===== config.mk =====
export PLATFORM = sky130hd
export DESIGN_NAME = gpio_pad_bank
export DESIGN_NICKNAME = d
export VERILOG_FILES = /design/src/rtl/gpio_pad_bank.sv
export SDC_FILE = /design/constraint.sdc
export NUM_CORES = 1
export LEC_CHECK = 0
export ABC_AREA = 1
export BUFFER_PORTS_ARGS = -buffer_cell sky130_fd_sc_hd__buf_2
export CORE_UTILIZATION = 50
export DETAILED_ROUTE_END_ITERATION = 16
export HOLD_SLACK_MARGIN = 0.05
export PLACE_DENSITY_LB_ADDON = 0.08
export REMOVE_ABC_BUFFERS = 1
export SYNTH_ARGS = -nofsm -noshare
export SYNTH_HDL_FRONTEND = slang
export SYNTH_SLANG_ARGS = --single-unit

===== constraint.sdc =====
create_clock -name pll_clk -period 14.42 [get_ports pll_clk]
set_input_delay 0.721 -clock pll_clk [delete_from_list [all_inputs] [get_ports pll_clk]]
set_output_delay 0.721 -clock pll_clk [all_outputs]
set_load 0.05 [all_outputs]

===== src/rtl/gpio_pad_bank.sv =====
// GPIO pad bank: iomem-bus register slave driving N_GPIO pads, with input sync and edge interrupts.
// Optional input debounce filter is built when GPIO_DEBOUNCE_EN is defined.

module gpio_pad_pin #(
    parameter int SYNC_STAGES = 2
) (
    input  logic pll_clk,
    input  logic reset,
`ifdef GPIO_DEBOUNCE_EN
    input  logic tick,
`endif
    input  logic din,
    output logic filt,
    output logic prev
);
    logic [SYNC_STAGES-1:0] sync;

    always_ff @(posedge pll_clk or posedge reset) begin
        if (reset) sync <= '0;
        else       sync <= {sync[SYNC_STAGES-2:0], din};
    end

`ifdef GPIO_DEBOUNCE_EN
    // filt follows the synchronised level only once it differs on 3 consecutive ticks
    logic [1:0] hold;
    always_ff @(posedge pll_clk or posedge reset) begin
        if (reset) begin
            filt <= 1'b0;
            hold <= 2'd0;
        end else if (tick) begin
            if (sync[SYNC_STAGES-1] == filt) hold <= 2'd0;
            else if (hold == 2'd2) begin
                filt <= sync[SYNC_STAGES-1];
                hold <= 2'd0;
            end else hold <= hold + 2'd1;
        end
    end
`else
    assign filt = sync[SYNC_STAGES-1];
`endif

    always_ff @(posedge pll_clk or posedge reset) begin
        if (reset) prev <= 1'b0;
        else       prev <= filt;
    end
endmodule

module gpio_pad_bank #(
    parameter int N_GPIO       = 16,
    parameter int SYNC_STAGES  = 2,
    parameter int DEBOUNCE_DIV = 1024
) (
    input  logic              pll_clk,
    input  logic              reset,
    input  logic              iomem_valid,
    output logic              iomem_ready,
    input  logic [3:0]        iomem_wstrb,
    input  logic [7:0]        iomem_addr,
    input  logic [31:0]       iomem_wdata,
    output logic [31:0]       iomem_rdata,
    input  logic [N_GPIO-1:0] gpio_in,
    output logic [N_GPIO-1:0] gpio_out,
    output logic [N_GPIO-1:0] gpio_outenb,
    output logic              irq
);
    typedef enum logic {IDLE, ACK} state_t;

    state_t            state;
    logic [7:2]        req_addr;
    logic [3:0]        req_wstrb;
    logic [31:0]       req_wdata;

    logic [N_GPIO-1:0] data_out, outenb, rise_en, fall_en, irq_status;
    logic [N_GPIO-1:0] filt, prev;
    logic [N_GPIO-1:0] rd_val, wmask, wd, set_bits, clr_bits;
    logic [31:0]       rd_word, bmask;
    logic              commit;
    logic [2:0]        sel;

`ifdef GPIO_DEBOUNCE_EN
    localparam int PW = (DEBOUNCE_DIV > 1) ? $clog2(DEBOUNCE_DIV) : 1;
    logic [PW-1:0] pre;
    logic          tick;

    assign tick = (pre == PW'(DEBOUNCE_DIV - 1));
    always_ff @(posedge pll_clk or posedge reset) begin
        if (reset)     pre <= '0;
        else if (tick) pre <= '0;
        else           pre <= pre + 1'b1;
    end
`endif

    for (genvar i = 0; i < N_GPIO; i++) begin : g_pin
        gpio_pad_pin #(.SYNC_STAGES(SYNC_STAGES)) u_pin (
            .pll_clk (pll_clk),
            .reset   (reset),
`ifdef GPIO_DEBOUNCE_EN
            .tick    (tick),
`endif
            .din     (gpio_in[i]),
            .filt    (filt[i]),
            .prev    (prev[i])
        );
    end

    // Register-side view of the captured request; acted on at the edge that ends ACK
    assign bmask    = {{8{req_wstrb[3]}}, {8{req_wstrb[2]}}, {8{req_wstrb[1]}}, {8{req_wstrb[0]}}};
    assign wmask    = bmask[N_GPIO-1:0];
    assign wd       = req_wdata[N_GPIO-1:0] & wmask;
    assign sel      = req_addr[4:2];
    assign commit   = (state == ACK) && (req_wstrb != 4'd0) && (req_addr[7:5] == 3'd0);
    assign set_bits = (filt & ~prev & rise_en) | (~filt & prev & fall_en);
    assign clr_bits = (commit && sel == 3'd5) ? wd : '0;

    always_comb begin
        rd_val = '0;
        case (iomem_addr[4:2])
            3'd0:    rd_val = data_out;
            3'd1:    rd_val = outenb;
            3'd2:    rd_val = filt;
            3'd3:    rd_val = rise_en;
            3'd4:    rd_val = fall_en;
            3'd5:    rd_val = irq_status;
            default: rd_val = '0;
        endcase
        rd_word = '0;
        if (iomem_addr[7:5] == 3'd0) rd_word[N_GPIO-1:0] = rd_val;
    end

    always_ff @(posedge pll_clk or posedge reset) begin
        if (reset) begin
            state       <= IDLE;
            iomem_ready <= 1'b0;
            iomem_rdata <= '0;
            req_addr    <= '0;
            req_wstrb   <= '0;
            req_wdata   <= '0;
        end else begin
            case (state)
                IDLE: if (iomem_valid && !iomem_ready) begin
                    state       <= ACK;
                    iomem_ready <= 1'b1;
                    iomem_rdata <= rd_word;
                    req_addr    <= iomem_addr[7:2];
                    req_wstrb   <= iomem_wstrb;
                    req_wdata   <= iomem_wdata;
                end
                ACK: begin
                    state       <= IDLE;
                    iomem_ready <= 1'b0;
                    iomem_rdata <= '0;
                end
                default: state <= IDLE;
            endcase
        end
    end

    always_ff @(posedge pll_clk or posedge reset) begin
        if (reset) begin
            data_out <= '0;
            outenb   <= '1;
            rise_en  <= '0;
            fall_en  <= '0;
        end else if (commit) begin
            case (sel)
                3'd0: data_out <= (data_out & ~wmask) | wd;
                3'd1: outenb   <= (outenb & ~wmask) | wd;
                3'd3: rise_en  <= (rise_en & ~wmask) | wd;
                3'd4: fall_en  <= (fall_en & ~wmask) | wd;
                3'd6: data_out <= data_out | wd;
                3'd7: data_out <= data_out & ~wd;
                default: ;
            endcase
        end
    end

    // A new edge in the same cycle as its W1C leaves the bit set
    always_ff @(posedge pll_clk or posedge reset) begin
        if (reset) irq_status <= '0;
        else       irq_status <= (irq_status & ~clr_bits) | set_bits;
    end

    always_ff @(posedge pll_clk or posedge reset) begin
        if (reset) begin
            gpio_out    <= '0;
            gpio_outenb <= '1;
        end else begin
            gpio_out    <= data_out;
            gpio_outenb <= outenb;
        end
    end

    assign irq = |irq_status;

    logic unused_ok;
    assign unused_ok = ^{iomem_addr[1:0], req_wdata, bmask, (DEBOUNCE_DIV > 0)};
endmodule


==> Yosys cells after proc, flatten, opt, wreduce, memory -nomap -nowiden <==
Index checks and enable logic that the tools add are counted.
{ "totals": {"register_bits": 220, "output_inout_bits": 66, "wordCells": 108} }
{ "op_classes": {"reduce_logical": 17, "n_mux": 10, "bitwise_logic": 24, "eq_ne": 12} }
{ "op_table": {"columns": ["operator", "count"], "rows": [
  ["$and 16x16->16", 11],
  ["$or 16x16->16", 7],
  ["$pmux 16 s6", 1],
  ["$not 16->16", 5],
  ["$pmux 32 s2", 1],
  ["$pmux 16 s3", 1],
  ["$mux 16", 2],
  ["$mux 32", 1],
  ["$eq 3x3->1 const B", 6],
  ["$reduce_or 16->1", 1],
  ["$logic_not 3->1", 4],
  ["$reduce_and 2->1", 5],
  ["$eq 3x2->1 const B", 3],
  ["$eq 3x1->1 const B", 2],
  ["$logic_and 1x1->1", 4],
  ["$pmux 1 s2", 2],
  ["$reduce_bool 4->1", 1],
  ["$reduce_bool 3->1", 1],
  ["$mux 1", 2],
  ["$ne 2x2->1 const B", 1],
  ["$logic_not 1->1", 1],
  ["$not 1->1", 1]
]} }

==> Logic depth before layout (Yosys ltp) <==
Gate-level depths: netlist of run 1.
{ "depth": {"word_depth": 8, "depth_mapped": 9, "mapped_depth_nobuf": 7} }

==> By module <==
From an unflattened synthesis of run 1, not the netlist that was laid out.
{ "unflattened": {"hier_cells": 1026, "hier_area_um2": 8951.1} }
{ "by_module_without_submodules": {"columns": ["mod", "cells_per_inst", "n_inst", "area_per_inst_um2", "seq_area_each_um2"], "rows": [
  ["gpio_pad_bank", 962, 1, 7689.9, 3943.8],
  ["gpio_pad_pin", 4, 16, 78.8, 75.1]
]} }

==> Worst setup path before layout of run 1 <==
No wires, ideal clock.
{ "synth_path": {"kind": "reg2out", "start": "register irq_status[11]", "end": "output irq", "stages_incl_launch_ff": 3, "arrival_ns": 1.054, "slack_ns": 12.645, "cell_sequence": "dfrtp_1 -> nor4_1 -> nand3b_1"} }
{ "synth_between": {"elab_chain_cells": 1} }
{ "synth_lines": {"columns": ["item", "line_no", "rtl"], "rows": [
  ["start: declaration", "73", "logic [N_GPIO-1:0] data_out, outenb, rise_en, fall_en, irq_status;"],
  ["start signal: assignment", "180", "else irq_status <= (irq_status & ~clr_bits) | set_bits;"],
  ["$reduce_or 16->1", "193", "assign irq = |irq_status;"],
  ["end: declaration", "64", "output logic irq"]
]} }
Every way passes these cells.

==> results.md, run 1 <==
* Total number of vias at about 7k
* Setup repair after global routing missed its margin: false
* Power density normalized to cell area at 195.8 nW/um^2
* Wire length of the first global-routing pass at 34160 um
* Internal power contribution at 1.176 mW
* Number of nets in the layout at ~1.1k
* Worst Path Max Fanout at between 50 and 60
* FF-to-FF setup slack at about 12 ns
* Die Area at 18210 um^2
* Sequential share of power at 0.440
* Proportion of total power due to net switching at 0.3995
* Sequential element share of the synthesized area at 0.5822
* CTS Root Buffer Type: sky130_fd_sc_hd__clkbuf_16
* Type of the setup path with the least slack: flop to flop
* Number of gates resized after cts at 0
* Syn_area_per_cell at 8.758 um^2
* Die width at 134.9 um
* Max-capacitance violation count at 0
* Final count of negative-setup-slack endpoints at 0
* Slew at the pin closest to its max-slew limit at between 1 and 1.5 ns
* Largest net degree at the start of global routing at 149
* Global placement routability congestion at 0.8271
* Static leakage at 5.302 nW
* Area contributors post-synth: sky130_fd_sc_hd__dfrtp_1, sky130_fd_sc_hd__nand2_1, sky130_fd_sc_hd__dfstp_2
* Post-Syn Area at 8837 um^2
* Number of instances in the synthesized netlist at 1009
* Filler Cells Inserted at approximately 1.6k
* Total area of multi-input combinational cells at 3065 um^2
* CTS sink cnt at 204
* Startpoint of the worst-slack reg-to-reg timing path: req_wstrb[1]
* Slowest stage cell on the critical path: sky130_fd_sc_hd__buf_4
* Outcome: finished clean
* Vert. Die Dim at 134.9 um
* Effective utilization at floorplan at 0.5109
* Placeable core region at about 17000 um^2
* TritonCTS clock tree: built
* 1st-iter DRT viols at 572
* Maximum vdd drop at 0.0001341 V
* Post-synthesis sequential element count at between 200 and 250
* Startpoint kind of the worst setup timing path: flop
* Most used cell along the critical path: sky130_fd_sc_hd__buf_4
* Later-pin clock latency in the skew report at 0.51 ns
* Instance count on the critical path at 8
* Net switching power at 0.7821 mW
* Area share of the leading cell type in the synthesized netlist at 0.4870
* CP cell instances: buf_4, nor2_1, a21oi_4, buf_4, buf_4, nand3_2, nand2_1, nand2_1
* Data arrival, critical path at 3.07 ns
* Area of placed instances at 9311 um^2
* Final WL at 20990 um
* HPWL after detailed placement at ~13000 um
* DRC violation count after routing at 0
* Number of global-route vias before repair at 6169
* # IOs at 129
* Buffers & Inverters on Critical Path at 3
* Number of antenna-violating nets in the routed design at 0
* Setup skew after layout at between 0.008 and 0.009 ns
* Number of cells on the worst reg-to-reg path at 8
* Worst hold slack at 0.3141 ns
* Pre-antenna DRT Iters at 5
* Average wire length per cell after detail routing at between 15 and 20 um
* Max Fclk at 373.0 MHz
* Via-per-instance ratio at 5.235
* Final worst-path cycle share at 0.1859
* Max Buffers Root-to-Sink at 3
* Std cell rows at between 40 and 50
* Placed Cells at 1279
* Number of warnings printed during yosys synthesis at 0
* Register area at 5145 um^2
* Most area-hungry cell type in the Yosys netlist: sky130_fd_sc_hd__dfrtp_1
* Hold/Removal Path Class: input port to flop
* Final max-slew violation count at 0
* Post-CTS clock slew at the launch and capture registers of the worst setup and hold paths at 0.06 ns
* Clock share of power at 0.274
* Setup bufs post-CTS at 0
* Setup_tns at 0 ns
* Crit path required time at between 10 and 15 ns
* Port buffer count at 94
* Post-route total power at between 1.5 and 2 mW
* Number of distinct library cells after synthesis at 25
* Count of hold-fix buffers inserted at cts at 0
* Cell type group with the largest total delay on the critical path: buffers and inverters
* Combinational share of power at 0.287
* Critical path origin: req_wstrb[1]
* TritonCTS Buffers at 22
* Global Route Usage Sum at 0.2411
* Worst slew margin at 0.1621
* Number of endpoints with negative hold slack in the final report at 0
* Grt total ovfl at 0
* Count of placed standard cells in the final layout, fillers left out at 1318
* Number of diodes added for antenna fixing at 0
* Maximum level of the CTS H-tree at 1
* Layout cells sized above 1 at 0.1720
* Post-layout minimum cycle time at 2.681 ns
* Number of antenna violations at the first check in global routing at 0
* Area of all placed cells without fillers at between 10000 and 15000 um^2
* Type of element capturing the critical path: flop
* Synth-to-Final Area Change at 13.17%
* Peak per-stage delay on the critical path at 0.58 ns
how the worst min path moves through the flow:
stage | startpoint | to | depth (start not counted)
global placement | g_pin[12].u_pin.sync[0] | g_pin[12].u_pin.sync[1] | 0
detailed placement | g_pin[3].u_pin.sync[0] | g_pin[3].u_pin.sync[1] | 0
floorplan | g_pin[0].u_pin.sync[0] | g_pin[0].u_pin.sync[1] | 0
finish | gpio_in[13] | g_pin[13].u_pin.sync[0] | 1
CTS | gpio_in[13] | g_pin[13].u_pin.sync[0] | 1
global route | gpio_in[13] | g_pin[13].u_pin.sync[0] | 1
cell families after synthesis:
| family | count (synthesis) | synth area share |
|---|---|---|
| DFF | 204 | 0.5822 |
| buffers and inverters | 147 | 0.07815 |
| other | 1 | 0.0004243 |
| and+or+nand+nor | 617 | 0.3136 |
| AOI/OAI and AO/OA | 40 | 0.02563 |
cells in the final DEF, fill, tap and decap left out:
cell / Yosys / layout
sky130_fd_sc_hd__inv_8: 0 / 1
sky130_fd_sc_hd__nand4_1: 97 / 97
sky130_fd_sc_hd__clkbuf_8: 0 / 5
sky130_fd_sc_hd__nor4_1: 2 / 2
sky130_fd_sc_hd__nand3_2: 7 / 7
sky130_fd_sc_hd__nor2_1: 39 / 39
sky130_fd_sc_hd__nand3_1: 81 / 81
sky130_fd_sc_hd__o21ai_1: 12 / 12
sky130_fd_sc_hd__o21ai_0: 12 / 12
sky130_fd_sc_hd__conb_1: 1 / 16
sky130_fd_sc_hd__o21a_1: 1 / 1
sky130_fd_sc_hd__nand2_1: 380 / 380
sky130_fd_sc_hd__a21oi_4: 0 / 1
sky130_fd_sc_hd__clkbuf_16: 0 / 23
sky130_fd_sc_hd__nor2_2: 3 / 3
sky130_fd_sc_hd__o21ai_2: 1 / 1
sky130_fd_sc_hd__nand3b_1: 4 / 4
sky130_fd_sc_hd__buf_4: 27 / 8
sky130_fd_sc_hd__clkinv_2: 0 / 3
sky130_fd_sc_hd__inv_2: 6 / 6
sky130_fd_sc_hd__dfstp_2: 32 / 32
sky130_fd_sc_hd__buf_2: 30 / 94
sky130_fd_sc_hd__inv_1: 69 / 68
sky130_fd_sc_hd__nor2_4: 2 / 2
sky130_fd_sc_hd__nor3_4: 2 / 2
sky130_fd_sc_hd__dfrtp_1: 172 / 172
sky130_fd_sc_hd__a31oi_1: 13 / 13
sky130_fd_sc_hd__clkbuf_1: 11 / 8
final cells by class:
| type | count | area share |
|---|---|---|
| timing repair buffer | 102 | 0.05305 |
| tap | 225 | 0.02815 |
| sequential | 204 | 0.5145 |
| clock inverter | 3 | 0.001501 |
| clock buffer | 36 | 0.06743 |
| multi-input combinational | 673 | 0.3065 |
| inverter | 75 | 0.02890 |
synthesized netlist by cell type:
library cell / n
sky130_fd_sc_hd__o21ai_0: 12
sky130_fd_sc_hd__o21ai_1: 12
sky130_fd_sc_hd__nand3_2: 7
sky130_fd_sc_hd__buf_1: 4
sky130_fd_sc_hd__buf_2: 30
sky130_fd_sc_hd__nand4_1: 97
sky130_fd_sc_hd__inv_2: 6
sky130_fd_sc_hd__a21oi_2: 1
sky130_fd_sc_hd__nand2_1: 380
sky130_fd_sc_hd__o21a_1: 1
sky130_fd_sc_hd__nor2_4: 2
sky130_fd_sc_hd__inv_1: 69
sky130_fd_sc_hd__nor3_4: 2
sky130_fd_sc_hd__nor2_2: 3
sky130_fd_sc_hd__dfstp_2: 32
sky130_fd_sc_hd__conb_1: 1
sky130_fd_sc_hd__nor4_1: 2
sky130_fd_sc_hd__dfrtp_1: 172
sky130_fd_sc_hd__nand3b_1: 4
sky130_fd_sc_hd__nor2_1: 39
sky130_fd_sc_hd__clkbuf_1: 11
sky130_fd_sc_hd__a31oi_1: 13
sky130_fd_sc_hd__nand3_1: 81
sky130_fd_sc_hd__buf_4: 27
sky130_fd_sc_hd__o21ai_2: 1
power groups by stage:
stage,registers [mW],clock network [mW],logic [mW]
4_1_cts,0.858,0.548,0.564
2_1_floorplan,0.953,0,0.277
5_1_grt,0.881,0.573,0.623
6_report,0.861,0.536,0.561
3_3_place_gp,0.864,0,0.555
3_5_place_dp,0.867,0,0.563
routing by layer:
metal,GRT usage,routed length [um]
met1,0.3945,10450
met5,0,0
met4,0.06367,416
met3,0.03266,1505
met2,0.3310,8622
metrics by stage:
stage / worst slack (ns) / util
finish: 11.74 / 0.5782
global route: 11.50 / 0.5782
CTS: 11.75 / 0.5782
detailed placement: 11.58 / 0.5383
global placement: 11.58 / 0.5383
floorplan: 8.185 / -
(Power assumes the default switching activity.)
==> inputs of run 2 (changes only) <==
Clock period 14.42 ns to 2.7 ns, I/O delays scaled along.
==> results.md, run 2 (synthesis gave the netlist of run 1 again) <==
* CTS Root Buffer Type: sky130_fd_sc_hd__clkbuf_16 (unchanged)
* Top library cells by usage in the layout, fill and taps aside: sky130_fd_sc_hd__nand2_1, sky130_fd_sc_hd__dfrtp_1, sky130_fd_sc_hd__nand4_1 (unchanged)
* Die width at 134.9 um (unchanged)
* Number of global-route vias before repair at 6510 (was 6169)
* Placeable core region at 17300 um^2 (unchanged)
* Die Area at 18210 um^2 (unchanged)
* Type of element capturing the critical path: flop (unchanged)
* Count of placed standard cells in the final layout, fillers left out at 1371 (was 1318)
* Final worst-path cycle share at 0.7393 (was 0.1859)
* Effective utilization at floorplan at 0.5109 (unchanged)
* Later-pin clock latency in the skew report at 0.50 ns (was 0.51 ns)
* Maximum level of the CTS H-tree at 1 (unchanged)
* Static leakage at 5.543 nW (was 5.302 nW)
* Number of endpoints with negative hold slack in the final report at 0 (unchanged)
* Number of antenna-violating nets in the routed design at 0 (unchanged)
* Worst slew margin at 0.2038 (was 0.1621)
* Placed Cells at 1289 (was 1279)
* Terminus of the critical flop-to-flop path: data_out[15]
* Area of placed instances at 9424 um^2 (was 9311 um^2)
* DRC violation count after routing at 0 (unchanged)
* Total number of vias at 7152 (was 6900)
* TritonCTS clock tree: built (unchanged)
* CTS sink cnt at 204 (unchanged)
* Type of the setup path with the least slack: flop to flop (unchanged)
* Worst Setup Slack post-DPL at 0.7248 ns (was 11.58 ns)
* Filler Cells Inserted at 1523 (was 1626)
* Setup bufs post-CTS at 0 (unchanged)
* Worst Path Max Fanout at 32 (was 58)
* Hold/Removal Path Class: input port to flop (unchanged)
* Maximum vdd drop at 0.0007566 V (was 0.0001341 V)
* Startpoint of the worst-slack reg-to-reg timing path: req_addr[3] (was req_wstrb[1])
* Std cell rows at 48 (unchanged)
* Instance count on the critical path at 6 (was 8)
* Largest net degree at the start of global routing at 103 (was 149)
* Vert. Die Dim at 134.9 um (unchanged)
* Post-layout minimum cycle time at 1.996 ns (was 2.681 ns)
* Layout cells sized above 1 at 0.1719 (was 0.1720)
* Max Fclk at 500.9 MHz (was 373.0 MHz)
* Area of all placed cells without fillers at 10560 um^2 (was 10000 um^2)
* Global Route Usage Sum at 0.2457 (was 0.2411)
* Number of nets in the layout at 1193 (was 1141)
* Setup skew after layout at 0.01468 ns (was 0.008995 ns)
* Crit path required time at 3.07 ns (was 14.81 ns)
* CP cell instances: inv_2, nand2_1, o21ai_2, nand3_1, nand2_1, nand2_1 (was buf_4, nor2_1, a21oi_4, buf_4, buf_4, nand3_2, nand2_1, nand2_1)
* Setup slack of the critical path after layout at 0.7038 ns (was 11.74 ns)
* Max-capacitance violation count at 0 (unchanged)
* Buffers & Inverters on Critical Path at 1 (was 3)
* Slew at the pin closest to its max-slew limit at 1.194 ns (was 1.257 ns)
* Setup repair after global routing missed its margin: false (unchanged)
* Port buffer count at 94 (unchanged)
* Data arrival, critical path at 2.37 ns (was 3.07 ns)
* Average wire length per cell after detail routing at 15.65 um (was 15.93 um)
* HPWL after detailed placement at 13780 um (was 12990 um)
* Startpoint kind of the worst setup timing path: flop (unchanged)
* Number of cells on the worst reg-to-reg path at 6 (was 8)
* Grt total ovfl at 0 (unchanged)
* Commonest non-fill, non-tap cell in the layout: sky130_fd_sc_hd__nand2_1 (unchanged)
* Wire length of the first global-routing pass at 34830 um (was 34160 um)
* Critical path origin: req_addr[3] (was req_wstrb[1])
* Global placement routability congestion at 0.8500 (was 0.8271)
* Final max-slew violation count at 0 (unchanged)
* Outcome: finished clean (unchanged)
* Number of antenna violations at the first check in global routing at 0 (unchanged)
* Endpoint of the most critical setup path: data_out[15]
* Slowest stage cell on the critical path: sky130_fd_sc_hd__o21ai_2 (was sky130_fd_sc_hd__buf_4)
* Most used cell along the critical path: sky130_fd_sc_hd__nand2_1 (was sky130_fd_sc_hd__buf_4)
* Number of gates resized after cts at 0 (unchanged)
* Power density normalized to cell area at 1009 nW/um^2 (was 195.8 nW/um^2)
* Synth-to-Final Area Change at 19.54% (was 13.17%)
* # IOs at 129 (unchanged)
* Cell type group with the largest total delay on the critical path: compound AO/OA/AOI/OAI gates (was buffers and inverters)
* Peak per-stage delay on the critical path at 0.93 ns (was 0.58 ns)
* Max Buffers Root-to-Sink at 3 (unchanged)
* TritonCTS Buffers at 22 (unchanged)
* 1st-iter DRT viols at 608 (was 572)
* Post-CTS clock slew at the launch and capture registers of the worst setup and hold paths at 0.06 ns (about the same)
* Number of diodes added for antenna fixing at 0 (unchanged)
* Count of hold-fix buffers inserted at cts at 42 (was 0)
* Final count of negative-setup-slack endpoints at 0 (unchanged)
* Post-route total power at 10.66 mW (was 1.958 mW)
* Via-per-instance ratio at 5.217 (was 5.235)
* FF-to-FF setup slack at 0.70 ns (was 11.74 ns)
* Pre-antenna DRT Iters at 5 (unchanged)
* Final WL at 21450 um (was 20990 um)
==> run 2: final cells by class <==
cell class	instances	area [um^2]	share of cell area
inverters	75	289.0	0.02736
well taps	225	281.5	0.02665
clock inverters	2	37.54	0.003553
multi-input cells	673	3065	0.2902
flip-flops and latches	204	5145	0.4870
repair buffers	154	1064	0.1007
clock buffers	38	681.9	0.06455
==> run 2: routing by layer <==
layer / share of wire / vias up / routed length [um] / global-route usage
met3: 0.077 / 29 / 1645 / 0.03791
met2: 0.43 / 266 / 9281 / 0.3657
met4: 0.017 / 0 / 369 / 0.06617
met1: 0.47 / 3350 / 10160 / 0.3736
met5: 0 / - / 0 / 0
li1: - / 3507 / - / -
==> run 2: worst min-delay path by stage <==
stage | start | endpoint | depth (start not counted)
2_1_floorplan | gpio_in[0] | g_pin[0].u_pin.sync[0] | 0
3_3_place_gp | reset | gpio_out[3] | 2
3_5_place_dp | reset | gpio_out[3] | 2
4_1_cts | iomem_addr[3] | req_addr[3] | 3
5_1_grt | iomem_addr[3] | req_addr[3] | 3
6_report | iomem_addr[3] | req_addr[3] | 3
==> run 2: metrics by stage <==
stage                     setup TNS, ns  utilization  hold slack [ns]
after detailed placement              0       0.5449           0.2264
after CTS                             0       0.6107           0.1554
after global routing                  0       0.6107           0.2061
after global placement                0       0.5449           0.2274
final                                 0       0.6107           0.1752
after floorplan                 -643.01            -           0.1664
==> run 2: power breakdown <==
part / leakage (nW) / internal, mW / total, mW / switching (mW)
Sequential: 2.53 / 3.90 / 4.61 / 0.716
Clock: 0.345 / 1.80 / 2.95 / 1.15
Combinational: 2.67 / 0.769 / 3.10 / 2.33
Total: 5.54 / 6.47 / 10.7 / 4.19
==> run 2: worst min-delay path, cell delays in order <==
cell                      delay [ns]
sky130_fd_sc_hd__buf_2          0.12
sky130_fd_sc_hd__inv_2          0.16
sky130_fd_sc_hd__o21ai_0        0.21
==> inputs of run 3 (changes only) <==
Clock period 2.7 ns to 1.92 ns, I/O delays scaled along.
==> results.md, run 3 (synthesis gave the netlist of run 1 again) <==
* Sequential share of power at 0.422 (was 0.433)
* Std cell rows at 48 (unchanged)
* Placeable core region at 17300 um^2 (unchanged)
* Later-pin clock latency in the skew report at 0.50 ns (about the same)
* # IOs at 129 (unchanged)
* Number of diodes added for antenna fixing at 0 (unchanged)
* Average wire length per cell after detail routing at 16.21 um (was 15.65 um)
* CTS Root Buffer Type: sky130_fd_sc_hd__clkbuf_16 (unchanged)
* Type of the setup path with the least slack: flop to output pin (was flop to flop)
* Wire length of the first global-routing pass at 35650 um (was 34830 um)
* Slowest stage cell on the critical path: sky130_fd_sc_hd__dfrtp_1 (was sky130_fd_sc_hd__o21ai_2)
* Global Route Usage Sum at 0.2540 (was 0.2457)
* Outcome: finished clean (unchanged)
* Setup repair after global routing missed its margin: false (unchanged)
* Startpoint of the worst-slack reg-to-reg timing path: state (was req_addr[3])
* Commonest non-fill, non-tap cell in the layout: sky130_fd_sc_hd__nand2_1 (unchanged)
* Top library cells by usage in the layout, fill and taps aside: sky130_fd_sc_hd__nand2_1, sky130_fd_sc_hd__dfrtp_1, sky130_fd_sc_hd__nand4_1 (unchanged)
* Clock share of power at 0.269 (was 0.276)
* Hold/Removal Path Class: input port to flop (unchanged)
* Via-per-instance ratio at 5.200 (was 5.217)
* Internal power contribution at 9.214 mW (was 6.469 mW)
* Type of element capturing the critical path: output pin (was flop)
* Effective utilization at floorplan at 0.5109 (unchanged)
* Final max-slew violation count at 0 (unchanged)
* Placed Cells at 1307 (was 1289)
* Number of endpoints with negative hold slack in the final report at 0 (unchanged)
* CP cell instances: nor4_1, nand3b_1, buf_2 (was inv_2, nand2_1, o21ai_2, nand3_1, nand2_1, nand2_1)
* TritonCTS clock tree: built (unchanged)
* Post-layout minimum cycle time at ~1.8 ns
* Final count of negative-setup-slack endpoints at 0 (unchanged)
* Worst hold path cell count at 6 (was 3)
* Synth-to-Final Area Change at 21.22% (was 19.54%)
* Pre-antenna DRT Iters at 7 (was 5)
* 1st-iter DRT viols at 515 (was 608)
* Area of placed instances at 9584 um^2 (was 9424 um^2)
* Port buffer count at 94 (unchanged)
* HPWL after detailed placement at 14660 um (was 13780 um)
* Vert. Die Dim at 134.9 um (unchanged)
* Number of nets in the layout at 1210 (was 1193)
* Total number of vias at 7217 (was 7152)
* Number of antenna-violating nets in the routed design at 0 (unchanged)
* Crit path required time at 1.82 ns (was 3.07 ns)
* Global placement routability congestion at 0.8783 (was 0.8500)
* TritonCTS Buffers at 22 (unchanged)
* Data arrival, critical path at 1.74 ns (was 2.37 ns)
* Number of antenna violations at the first check in global routing at 0 (unchanged)
* DRC violation count after routing at 0 (unchanged)
* Critical path origin: irq_status[10] (was req_addr[3])
* Post-route total power at 15.27 mW (was 10.66 mW)
* Instance count on the critical path at 3 (was 6)
* Peak per-stage delay on the critical path at 0.41 ns (was 0.93 ns)
* Combinational share of power at 0.309 (was 0.291)
* Die Area at 18210 um^2 (unchanged)
* Layout cells sized above 1 at 0.1874 (was 0.1719)
* Final worst-path cycle share at 0.9570
* Count of placed standard cells in the final layout, fillers left out at 1388 (was 1371)
* Origin of the worst min-delay path: iomem_addr[2] (was iomem_addr[3])
* Maximum level of the CTS H-tree at 1 (unchanged)
* Proportion of total power due to net switching at 0.3965 (was 0.3932)
* Max Fclk at 544.3 MHz
* Worst Path Max Fanout at 3 (was 32)
* Die width at 134.9 um (unchanged)
* Filler Cells Inserted at 1530 (was 1523)
* Max-capacitance violation count at 0 (unchanged)
* Number of cells on the worst reg-to-reg path at 8 (was 6)
* Grt total ovfl at 0 (unchanged)
* Cell type group with the largest total delay on the critical path: simple AND/OR/NAND/NOR gates (was compound AO/OA/AOI/OAI gates)
* Max Buffers Root-to-Sink at 3 (unchanged)
* CTS sink cnt at 204 (unchanged)
* Post-CTS clock slew at the launch and capture registers of the worst setup and hold paths at 0.06 ns (about the same)
* Buffers & Inverters on Critical Path at 1 (unchanged)
* Power density normalized to cell area at 1425 nW/um^2 (was 1009 nW/um^2)
* Startpoint kind of the worst setup timing path: flop (unchanged)
* Setup skew after layout at 0.008740 ns (was 0.01468 ns)
* Largest net degree at the start of global routing at 52 (was 103)
* Setup bufs post-CTS at 0 (unchanged)
* Maximum vdd drop at 0.0008806 V (was 0.0007566 V)
* Final WL at 22500 um (was 21450 um)
* Static leakage at 5.643 nW (was 5.543 nW)
* Net switching power at 6.053 mW (was 4.192 mW)
* Area of all placed cells without fillers at 10710 um^2 (was 10560 um^2)
* Number of global-route vias before repair at 6559 (was 6510)
run 3: cell types whose count changed in the layout (fill, tap and decap cells not counted), moves of 2 or more:
cell | previous run | this run
sky130_fd_sc_hd__clkbuf_1 | 10 | 8
sky130_fd_sc_hd__clkbuf_8 | 5 | 7
sky130_fd_sc_hd__clkinv_2 | 0 | 2
sky130_fd_sc_hd__buf_4 | 15 | 31
sky130_fd_sc_hd__buf_12 | 3 | 5
run 3: per-layer routing:
layer / GRT usage / routed length [um] / up-vias
met4: 0.06492 / 408 / 0
met3: 0.03604 / 1808 / 31
met2: 0.3792 / 9892 / 257
met1: 0.3891 / 10390 / 3384
met5: 0 / 0 / -
li1: - / - / 3545
run 3: layout make-up:
| class | count | area, um^2 | area share |
|---|---|---|---|
| timing repair buffer | 171 | 1214 | 0.1133 |
| sequential | 204 | 5145 | 0.4803 |
| clock buffer | 38 | 701.9 | 0.06552 |
| multi-input combinational | 673 | 3072 | 0.2867 |
| tap | 225 | 281.5 | 0.02628 |
| clock inverter | 2 | 10.01 | 0.0009344 |
| inverter | 75 | 289.0 | 0.02698 |
run 3: what timing repair did:
action                     CTS  global route
setup endpoints to repair    0             1
hold endpoints to repair   218             0
hold buffers                41             0
resized for setup            0             1
run 3: path summary, 6_finish.rpt:
| kind | to | slack [ns] |
|---|---|---|
| min in group asynchronous | iomem_rdata[3] | 0.16 |
| worst max register to register | flop | 0.25 |
| worst min-delay path | iomem_rdata[14] | 0.14 |
| worst min register to register | g_pin[1].u_pin.sync[1] | 0.34 |
| max in group asynchronous | async pin | 1.08 |
| worst max-delay path | irq | 0.08 |
run 3: power groups by stage:
stage          Combinational (mW)  Clock [mW]  Sequential [mW]
2_1_floorplan                2.08           0             7.16
3_3_place_gp                 4.56           0             6.44
3_5_place_dp                 4.64           0             6.46
4_1_cts                      4.71        4.19             6.40
5_1_grt                      5.18        4.37             6.56
6_report                     4.71        4.11             6.44
run 3: through the flow:
stage	utilization	setup slack (ns)	TNS [ns]	hold WS [ns]
global placement	0.5541	0.2744	0	0.1248
global route	0.6194	0.03624	0	0.1640
floorplan	-	-3.690	-859.70	0.1274
CTS	0.6190	0.05796	0	0.1227
detailed placement	0.5541	0.2672	0	0.1253
finish	0.6194	0.08266	0	0.1433
run 3: worst min-delay path: stages:
cell and delay [ns]:
sky130_fd_sc_hd__buf_2 0.15, sky130_fd_sc_hd__nand4_1 0.11, sky130_fd_sc_hd__o21a_1 0.12, sky130_fd_sc_hd__nand2_1 0.05, sky130_fd_sc_hd__nand2_1 0.05, sky130_fd_sc_hd__nand2_1 0.04
